$ cat src/rtl/rim_job_scheduler.sv
// Round-robin front end for a single rat-in-maze solver: grants one requester,
// streams its 8 maze rows in, then collects the 15-beat answer or times out.
module rim_job_scheduler #(
   parameter  int N_REQ   = 2,
   parameter  int TIMEOUT = 255,
   parameter  int GAP     = 1,
   localparam int ID_W    = (N_REQ > 1) ? $clog2(N_REQ) : 1
) (
   input  logic               clk,
   input  logic               rst_n,
   input  logic [N_REQ-1:0]   req,
   input  logic [8*N_REQ-1:0] req_maze,
   output logic [N_REQ-1:0]   gnt,
   output logic               slv_in_valid,
   output logic [7:0]         slv_maze,
   input  logic               slv_out_valid,
   input  logic [2:0]         slv_out_row,
   input  logic [2:0]         slv_out_col,
   output logic               res_valid,
   output logic [ID_W-1:0]    res_id,
   output logic [2:0]         res_row,
   output logic [2:0]         res_col,
   output logic               res_last,
   output logic               res_timeout,
   output logic               busy
);

   typedef enum logic [2:0] {S_IDLE, S_LOAD, S_SOLVE, S_DRAIN, S_GAP} state_t;

   state_t            r_state;
   logic [ID_W-1:0]   r_rr;
   logic [ID_W-1:0]   r_job_id;
   logic [N_REQ-1:0]  r_gnt;
   logic [2:0]        r_row;
   logic [11:0]       r_tcnt;
   logic [3:0]        r_beat;
   logic [2:0]        r_gcnt;
   logic              r_slv_vld;
   logic [7:0]        r_slv_maze;
   logic              r_res_valid;
   logic [ID_W-1:0]   r_res_id;
   logic [2:0]        r_res_row;
   logic [2:0]        r_res_col;
   logic              r_res_last;
   logic              r_res_timeout;

   logic              w_any;
   logic [ID_W-1:0]   w_win;
   logic [ID_W-1:0]   w_idx;
   logic [N_REQ-1:0]  w_onehot;
   logic [ID_W-1:0]   w_rr_next;

   // First requester at or after the rr pointer, wrapping.
   always_comb begin
      w_any    = 1'b0;
      w_win    = '0;
      w_idx    = '0;
      w_onehot = '0;
      for (int k = 0; k < N_REQ; k++) begin
         w_idx = ID_W'((int'(r_rr) + k) % N_REQ);
         if (!w_any && req[w_idx]) begin
            w_any = 1'b1;
            w_win = w_idx;
         end
      end
      w_onehot[w_win] = 1'b1;
   end

   assign w_rr_next = (w_win == ID_W'(N_REQ - 1)) ? '0 : w_win + ID_W'(1);

   always_ff @(posedge clk or negedge rst_n) begin
      if (!rst_n) begin
         r_state       <= S_IDLE;
         r_rr          <= '0;
         r_job_id      <= '0;
         r_gnt         <= '0;
         r_row         <= '0;
         r_tcnt        <= '0;
         r_beat        <= '0;
         r_gcnt        <= '0;
         r_slv_vld     <= 1'b0;
         r_slv_maze    <= '0;
         r_res_valid   <= 1'b0;
         r_res_id      <= '0;
         r_res_row     <= '0;
         r_res_col     <= '0;
         r_res_last    <= 1'b0;
         r_res_timeout <= 1'b0;
      end else begin
         // Result and solver-input registers are single-cycle pulses by default.
         r_res_valid   <= 1'b0;
         r_res_id      <= '0;
         r_res_row     <= '0;
         r_res_col     <= '0;
         r_res_last    <= 1'b0;
         r_res_timeout <= 1'b0;
         r_slv_vld     <= 1'b0;
         r_slv_maze    <= '0;
         case (r_state)
            S_IDLE: begin
               if (w_any) begin
                  r_job_id <= w_win;
                  r_gnt    <= w_onehot;
                  r_rr     <= w_rr_next;
                  r_row    <= '0;
                  r_state  <= S_LOAD;
               end
            end
            S_LOAD: begin
               r_slv_vld  <= 1'b1;
               r_slv_maze <= req_maze[{r_job_id, 3'b000} +: 8];
               r_row      <= r_row + 3'd1;
               if (r_row == 3'd7) begin
                  r_gnt   <= '0;
                  r_tcnt  <= '0;
                  r_state <= S_SOLVE;
               end
            end
            S_SOLVE: begin
               // A valid beat on the timeout cycle still counts as an answer.
               if (slv_out_valid) begin
                  r_res_valid <= 1'b1;
                  r_res_id    <= r_job_id;
                  r_res_row   <= slv_out_row;
                  r_res_col   <= slv_out_col;
                  r_beat      <= 4'd1;
                  r_state     <= S_DRAIN;
               end else if (r_tcnt == 12'(TIMEOUT)) begin
                  r_res_valid   <= 1'b1;
                  r_res_id      <= r_job_id;
                  r_res_last    <= 1'b1;
                  r_res_timeout <= 1'b1;
                  r_gcnt        <= '0;
                  r_state       <= S_GAP;
               end else if (r_tcnt != 12'hFFF) begin
                  r_tcnt <= r_tcnt + 12'd1;
               end
            end
            S_DRAIN: begin
               if (slv_out_valid) begin
                  r_res_valid <= 1'b1;
                  r_res_id    <= r_job_id;
                  r_res_row   <= slv_out_row;
                  r_res_col   <= slv_out_col;
                  r_beat      <= r_beat + 4'd1;
                  if (r_beat == 4'd14) begin
                     r_res_last <= 1'b1;
                     r_gcnt     <= '0;
                     r_state    <= S_GAP;
                  end
               end
            end
            S_GAP: begin
               if (r_gcnt == 3'(GAP - 1)) r_state <= S_IDLE;
               else                       r_gcnt  <= r_gcnt + 3'd1;
            end
            default: r_state <= S_IDLE;
         endcase
      end
   end

   assign gnt          = r_gnt;
   assign slv_in_valid = r_slv_vld;
   assign slv_maze     = r_slv_maze;
   assign res_valid    = r_res_valid;
   assign res_id       = r_res_id;
   assign res_row      = r_res_row;
   assign res_col      = r_res_col;
   assign res_last     = r_res_last;
   assign res_timeout  = r_res_timeout;
   assign busy         = (r_state != S_IDLE);

endmodule

$ cat config.mk
export PLATFORM = sky130hd
export DESIGN_NAME = rim_job_scheduler
export DESIGN_NICKNAME = d
export VERILOG_FILES = /design/src/rtl/rim_job_scheduler.sv
export SDC_FILE = /design/constraint.sdc
export NUM_CORES = 1
export LEC_CHECK = 0
export CORE_MARGIN = 2
export CORE_UTILIZATION = 51
export DETAILED_ROUTE_END_ITERATION = 10
export MAX_ROUTING_LAYER = met4
export PLACE_DENSITY = 0.8
export SETUP_SLACK_MARGIN = 0.4
export SLEW_MARGIN = 20
export SYNTH_ARGS = -nofsm -noshare
export SYNTH_HDL_FRONTEND = slang
export SYNTH_SLANG_ARGS = --single-unit
$ cat constraint.sdc
create_clock -name clk -period 2.25 [get_ports clk]
set_clock_uncertainty 0.15 [all_clocks]
set_input_delay 0.3375 -clock clk [delete_from_list [all_inputs] [get_ports clk]]
set_output_delay 0.3375 -clock clk [all_outputs]
set_load 0.01 [all_outputs]
=== Word-level counts from Yosys, hierarchy flattened ===
Index checks and enable logic that the tools add are counted.

* Register bits: 48
* Input bits: 27
* Output and inout bits: 22
* Word-level logic and storage cells: 122

* Add/subtract/negate cells: 6
* Order comparisons: 4
* Equal/unequal tests: 20
* Shifts and indexed selects: 1
* Muxes and demuxes: 57
* Reductions and logical operators: 18

{| class="wikitable"
|+ Operators with widths
! kind !! number
|-
| 2-to-1 mux 3 bit || 17
|-
| 2-to-1 mux 12 bit || 4
|-
| case mux 12 bit (2 select lines) || 1
|-
| inequality test 2 bit, second input constant || 11
|-
| 2-to-1 mux 1 bit || 21
|-
| indexed part select 16 x 5 -> 8 bit || 1
|-
| case mux 3 bit (5 select lines) || 1
|-
| adder 12 x 1 -> 12 bit, second input constant || 1
|-
| == test 12 x 8 -> 1 bit, second input constant || 1
|-
| inequality test 12 bit, second input constant || 1
|-
| AND reduction 6 bit || 2
|-
| case mux 3 bit (3 select lines) || 1
|-
| 2-to-1 mux 4 bit || 2
|-
| 2-to-1 mux 8 bit || 1
|-
| case mux 4 bit (2 select lines) || 1
|-
| adder 3 x 1 -> 3 bit, second input constant || 2
|-
| == test 3 x 2 -> 1 bit, second input constant || 2
|-
| == test 3 bit, second input constant || 2
|-
| zero test 3 bit || 2
|-
| less-than comparator 1 x 2 -> 1 bit, second input constant || 3
|-
| case mux 1 bit (2 select lines) || 3
|-
| case mux 3 bit (2 select lines) || 1
|-
| AND reduction 3 bit || 2
|-
| nonzero test 2 bit || 3
|-
| 15 further kinds || 20
|}

=== Logic depth before layout (Yosys ltp) ===
Gate-level depths: netlist (run 1).

* Depth after elaboration: 12
* Mapped depth: 6
* Gate-level depth less buffers: 6

=== Worst setup path before layout (run 1) ===
Ideal clock, no wire load.

* Kind: register to register
* From: register r_tcnt[8]
* To: register r_tcnt[3]
* Library setup time: 126 ps
* Arrival time: 1744 ps
* Required time: 1974 ps
* Setup slack: 230 ps
* Cell stages (with the launch flop): 6
* Buffers on the path: 1
* Period minus slack after synthesis: 2020 ps
* Path through: dfrtp_1 -> buf_6 -> or4_4 -> a211oi_4 -> nor2_2 -> a221o_1

* Word-level cells in the longest chain between the ends: 3
* Elaborated cells on any way between the ends: 5
* Those cells by class: 4 x eq/ne; 1 x reduce/logical

{| class="wikitable"
|+ RTL lines
! what !! RTL line !! source
|-
| start: declaration || 35 || <nowiki>logic [11:0] r_tcnt;</nowiki>
|-
| start signal: assignment || 136 || <nowiki>r_tcnt <= r_tcnt + 12'd1;</nowiki>
|-
| inequality test 12 bit or == test 12 x 8 -> 1 bit (tied branches) || 135, 128 ||
|-
| inequality test 2 bit (no line) || -- ||
|-
| AND reduction 5 bit (no line) * || -- ||
|}

Every way passes the cells marked *; elsewhere a longest branch is shown, timed or not.
A chain may end at the register's enable or synchronous reset.

=== Worst setup path after layout (run 1) ===
Ends and elaborated chain as after synthesis.

==> flow_metrics.tcl, run 1 <==
set metrics [dict create \
    synth_edf_count 0 \
    wl_met1_um 2270 \
    pwr-share-seq_pct 42.9 \
    io_pins 49 \
    cts_made_buffers 5 \
    synth.net_count 267 \
    num_vias 2013 \
    wirelength_um 5110 \
    drc 0 \
    antenna_found_initial 0 \
    synth_cells 233 \
    fmax_ghz 0.503 \
    synth_ff_type "dfrtp_1" \
    critPathKind "register to register" \
    rsz0062_at_grt "yes" \
    synth_area_um2 2360 \
    fin_util_pct 71.7 \
    p_sw_share_pct 34.5 \
    powerDensity_nw_per_um2 969 \
    yosysMostFrequentCell "dfrtp_1" \
    p_int_w 0.00201 \
    cts.reportedPaths.clkPinSlew_ns 0.08 \
    setup_viol 0 \
    clock_sinks 48 \
    power_switching_w 0.00106 \
    netlist.area_leader.share_pct 50.8 \
    synth_area_per_cell_um2 10.1 \
    yosysSeqAreaShare_pct 50.8 \
    drive_above_1_share_pct 17.1 \
    layout.nets 331 \
    cp.required_ns 2.29 \
    wl_met3_um 267 \
    ant_nets 0 \
    io_buffers 48 \
    core_um2 4410 \
    grt_max_degree 49 \
    async_flop_share_pct 100 \
    wl_per_cell_um 14.6 \
    die_width_um 72.1 \
    endpoint_kind "register" \
    ys_ff_latch 48 \
    max-slew-margin-rel_pct 61.9 \
    cts_max_level 2 \
    dr.pass1.iters 4 \
    place_congestion 0.824 \
    drt_iter0_markers 140 \
    run_status "complete, no violations" \
    worst_pin_slew_ns 0.571 \
    cp_max_fo 6 \
    critical_path_arrival_ns 2.03 \
    hp-class "register to register" \
    p_comb_share_pct 40.1 \
    ys_types 46 \
    grt_pass1_vias 1821 \
    antennaDiodeCount 0 \
    cts_buffer_depth 2 \
    area_delta_synth_final_pct 34.1 \
    groute.usage.overall_pct 21.4 \
    grt_pass1_wl_um 8470 \
    clkPwrFrac_pct 17.0 \
    fin_tns_setup_ns 0 \
    rows 24 \
    drv_slew 0 \
    highest_layer "met4" \
    ys_warn_count 0 \
    yosys.area.top_type "dfrtp_1" \
    hold_violations 0 \
    finalCritPeriodShare_pct 88.4 \
    drv_cap 0 \
    clockRootBuffer "clkbuf_8" \
    cts_tree "yes" \
    die_area_um2 5190 \
    p_leak_nw 1.38 \
    synth_common_cells "dfrtp_1 (48), nor2_1 (20), o21ai_0 (16), nand2_1 (12), inv_1 (11)" \
    start_kind "register" \
    ir_drop_mv 0.525 \
    synth_area_leaders "dfrtp_1 (51%), mux2i_1 (3.8%), ha_1 (3.7%)" \
    die_h_um 72.1 \
    hpwlAfterDp_um 3450 \
    insertion_delay_ns 0.30 \
    timing.final.crit_period_ns 1.99 \
    viasPerCell 5.75 \
    route.met2.wl_um 2520 \
    start_util_pct 53.5 \
    grt_overflow 0 \
]
-- what timing repair did --
action                                 in CTS  in global routing
setup buffers                               8                  1
setup endpoints to repair                  17                 20
endpoints found under the hold margin      48                  0
pin swaps                                   3                  3
hold buffers                                1                  0
cloned                                      0                  0
resized for setup                          10                 12
-- layer usage --
layer / up-vias / global-route usage (%)
met5: - / -
met4: 0 / 5.03
met3: 7 / 5.42
met2: 64 / 33.3
met1: 970 / 28.3
li1: 972 / -
-- power groups by stage --
stage,sequential (W),combinational [W],clock [W]
6_report,0.00132,0.00123,0.000522
5_1_grt,0.00135,0.00137,0.000574
4_1_cts,0.00131,0.00117,0.000538
3_5_place_dp,0.00135,0.00107,0
3_3_place_gp,0.00133,0.00104,0
2_1_floorplan,0.00130,0.000660,0
-- flip-flops by register name, summed over array words and instances (netlist names) --
signal / cells
gnt: 2
r_beat: 4
r_gcnt: 3
r_job_id: 1
r_row: 3
r_rr: 1
r_state: 3
r_tcnt: 12
res_col: 3
res_id: 1
res_last: 1
res_row: 3
res_timeout: 1
res_valid: 1
slv_in_valid: 1
slv_maze: 8
-- worst max-delay path, cell delays in order (launching register included) --
cell and delay (ns):
dfrtp_1 0.40, or4_4 0.58, a211oi_4 0.22, buf_6 0.16
nor2_4 0.05, a221o_1 0.32
-- layout make-up --
cell class	instances	area, µm²
multi-input combinational	165	1140
fill	336	1250
clock inverter	1	7.51
sequential	48	1210
inverter	11	41.3
tap	52	65.1
clock buffer	7	86.3
timing repair buffer	66	616
-- metrics by stage --
stage	area (µm²)	hold slack, ns	power, W	setup slack, ns	cells
detailed placement	2920	0.315	0.00242	0.120	332
finish	3170	0.339	0.00307	0.262	350
global route	3170	0.357	0.00330	0.208	350
floorplan	2360	-0.108	0.00196	0.247	233
CTS	3110	0.348	0.00301	0.276	349
global placement	2920	0.314	0.00237	0.162	332
-- logic make-up after synthesis --
| group | Yosys count | share of synthesized area (%) |
|---|---|---|
| XOR/XNOR | 2 | 0.742 |
| buffers and inverters | 20 | 3.50 |
| multiplexers | 11 | 4.77 |
| AND/OR/NAND/NOR | 89 | 20.2 |
| adder cells (fa/ha/maj) | 7 | 3.71 |
| AO/OA/AOI/OAI | 56 | 16.2 |
| flip-flops | 48 | 50.8 |
-- layout by cell type (no fill, tap or decap), drive strengths merged, types with 3 or more instances in the layout --
cell            n
a21o            3
a21oi           8
a22o            4
a31oi          10
and2            8
buf            18
clkbuf          7
clkdlybuf4s50  46
dfrtp          48
ha              7
inv            11
mux2i           9
nand2          12
nand2b          3
nand3          10
nand3b          3
nand4           4
nor2           21
nor2b           4
nor3            9
nor3b           3
nor4            3
o21ai          16
o31ai           3
-- final timing paths --
kind                            from    endpoint  slack (ns)  depth (start not counted)
max reg2reg                r_tcnt[8]   r_tcnt[3]        0.26                          5
max in group asynchronous      rst_n  r_state[1]        1.02                          3
max                        r_tcnt[8]   r_tcnt[3]        0.26                          5
min reg2reg                   gnt[0]      gnt[0]        0.34                          1
min in group asynchronous      rst_n   r_tcnt[4]        0.51                          3
min                           gnt[0]      gnt[0]        0.34                          1
No activity file was read; power rests on OpenSTA's default activity.
==> run 2, diff against run 1 <==
--- a/config.mk
+++ b/config.mk
@@ -10,7 +10,6 @@
 export DETAILED_ROUTE_END_ITERATION = 10
 export MAX_ROUTING_LAYER = met4
 export PLACE_DENSITY = 0.8
-export SETUP_SLACK_MARGIN = 0.4
 export SLEW_MARGIN = 20
 export SYNTH_ARGS = -nofsm -noshare
 export SYNTH_HDL_FRONTEND = slang
==> flow_metrics.tcl, run 2 (synthesis results as in run 1) <==
set metrics [dict create \
    area_delta_synth_final_pct 30.1 \
    die_area_um2 5190 \
    r2r-start "r_tcnt[11]" \
    groute.usage.overall_pct 22.0 \
    grt_max_degree 26 \
    powerDensity_nw_per_um2 994 \
    top_register "r_tcnt" \
    largest_register_ffs 12 \
    place_congestion 0.891 \
    start_kind "register" \
    most-common-layout-cells "dfrtp_1 (48), clkdlybuf4s50_1 (47), nor2_1 (20), o21ai_0 (16), nand2_1 (12)" \
    cts_made_buffers 5 \
    grt_util_met1_pct 28.8 \
    critPathKind "register to register" \
    setup_viol 0 \
    wl_per_cell_um 14.5 \
    start_util_pct 53.5 \
    clockRootBuffer "clkbuf_8" \
    antennaDiodeCount 0 \
    grtUsageMet2_pct 34.6 \
    antenna_found_initial 0 \
    ant_nets 0 \
    hp-class "register to register" \
    wirelength_um 5000 \
    grt_busiest_layer "met2" \
    fillers 348 \
    rrSetupSlack_ns 0.14 \
    timing.final.crit_period_ns 2.11 \
    cts_resized 0 \
    drv_cap 0 \
    viasPerCell 5.63 \
    cp_max_fo 6 \
    grt_pass1_wl_um 8730 \
    setup.worst_path.start "r_tcnt[11]" \
    cts.reportedPaths.clkPinSlew_ns 0.09 \
    cts_tree "yes" \
    ir_drop_mv 0.399 \
    layout_commonest_cell "dfrtp_1" \
    rsz0062_at_grt "no" \
    drive_above_1_share_pct 10.6 \
    hpwlAfterDp_um 3720 \
    endpoint_kind "register" \
    num_vias 1938 \
    fin_tns_setup_ns 0 \
    hp-start "gnt[0]" \
    io_buffers 48 \
    run_status "complete, no violations" \
    drt_iter0_markers 88 \
    finalCritPeriodShare_pct 93.9 \
    core_um2 4410 \
    cts_max_level 2 \
    die_width_um 72.1 \
    fmax_ghz 0.473 \
    cts_buffer_depth 2 \
    die_h_um 72.1 \
    drc 0 \
    insertion_delay_ns 0.30 \
    max-slew-margin-rel_pct 63.6 \
    post_cts_buffers 0 \
    rows 24 \
    critical_path_arrival_ns 2.15 \
    p_leak_nw 1.35 \
    hold_buffers 1 \
    layout.nets 325 \
    grtUsageMet3_pct 4.58 \
    dr.pass1.iters 4 \
    fin_util_pct 69.6 \
    worst_pin_slew_ns 0.538 \
    drv_slew 0 \
    hold_violations 0 \
    io_pins 49 \
    cp.required_ns 2.29 \
    clock_sinks 48 \
    grt_overflow 0 \
    grt_pass1_vias 1919 \
]
## run 2: final timing paths
check,endpoint,depth (start not counted)
min reg2reg,gnt[0],1
max reg2reg,r_tcnt[3],4
min in group asynchronous,r_tcnt[1],2
min,gnt[0],1
max,r_tcnt[3],4
max in group asynchronous,slv_maze[1],3
## run 2: where the power goes
part	internal [W]	switching, W	leakage [nW]
clock	0.000330	0.000280	0.0552
combinational	0.000600	0.000535	0.680
sequential	0.00110	0.000209	0.615
## run 2: critical path: stages, from the launching register on
cell and delay [ns]:
dfrtp_1 0.47, or4_4 0.55, a211oi_4 0.37, nor2_2 0.13, a221o_1 0.33
## run 2: metal layers
layer,vias to the layer above,routed length [µm]
li1,959,-
met1,914,2220
met2,57,2400
met3,8,305
met4,0,68
met5,-,0
## run 2: through the flow
| stage | setup WS (ns) | instances | total power, W | hold slack (ns) | cell area, µm² |
|---|---|---|---|---|---|
| 2_1_floorplan | 0.230 | 233 | 0.00196 | -0.108 | 2360 |
| 3_3_place_gp | 0.229 | 335 | 0.00242 | 0.196 | 2960 |
| 3_5_place_dp | 0.198 | 335 | 0.00247 | 0.204 | 2960 |
| 4_1_cts | 0.150 | 344 | 0.00308 | 0.339 | 3070 |
| 5_1_grt | 0.0281 | 344 | 0.00329 | 0.373 | 3070 |
| 6_report | 0.138 | 344 | 0.00306 | 0.332 | 3070 |
## run 2: area by class of cell
type                       instances  area, µm²  area share (%)
clock buffer                       6       72.6            2.36
clock inverter                     2       35.0            1.14
inverter                          11       41.3            1.34
multi-input combinational        165       1080            35.1
sequential                        48       1200            39.1
tap                               52       65.1            2.12
timing repair buffer              60        581            18.9
==> run 3, diff against run 2 <==
--- a/config.mk
+++ b/config.mk
@@ -7,6 +7,7 @@
 export LEC_CHECK = 0
 export CORE_MARGIN = 2
 export CORE_UTILIZATION = 51
+export CTS_CLUSTER_DIAMETER = 80
 export DETAILED_ROUTE_END_ITERATION = 10
 export MAX_ROUTING_LAYER = met4
 export PLACE_DENSITY = 0.8
==> results of run 3 <==
Same layout as run 2: the final DEF is identical, and so are final timing and power.
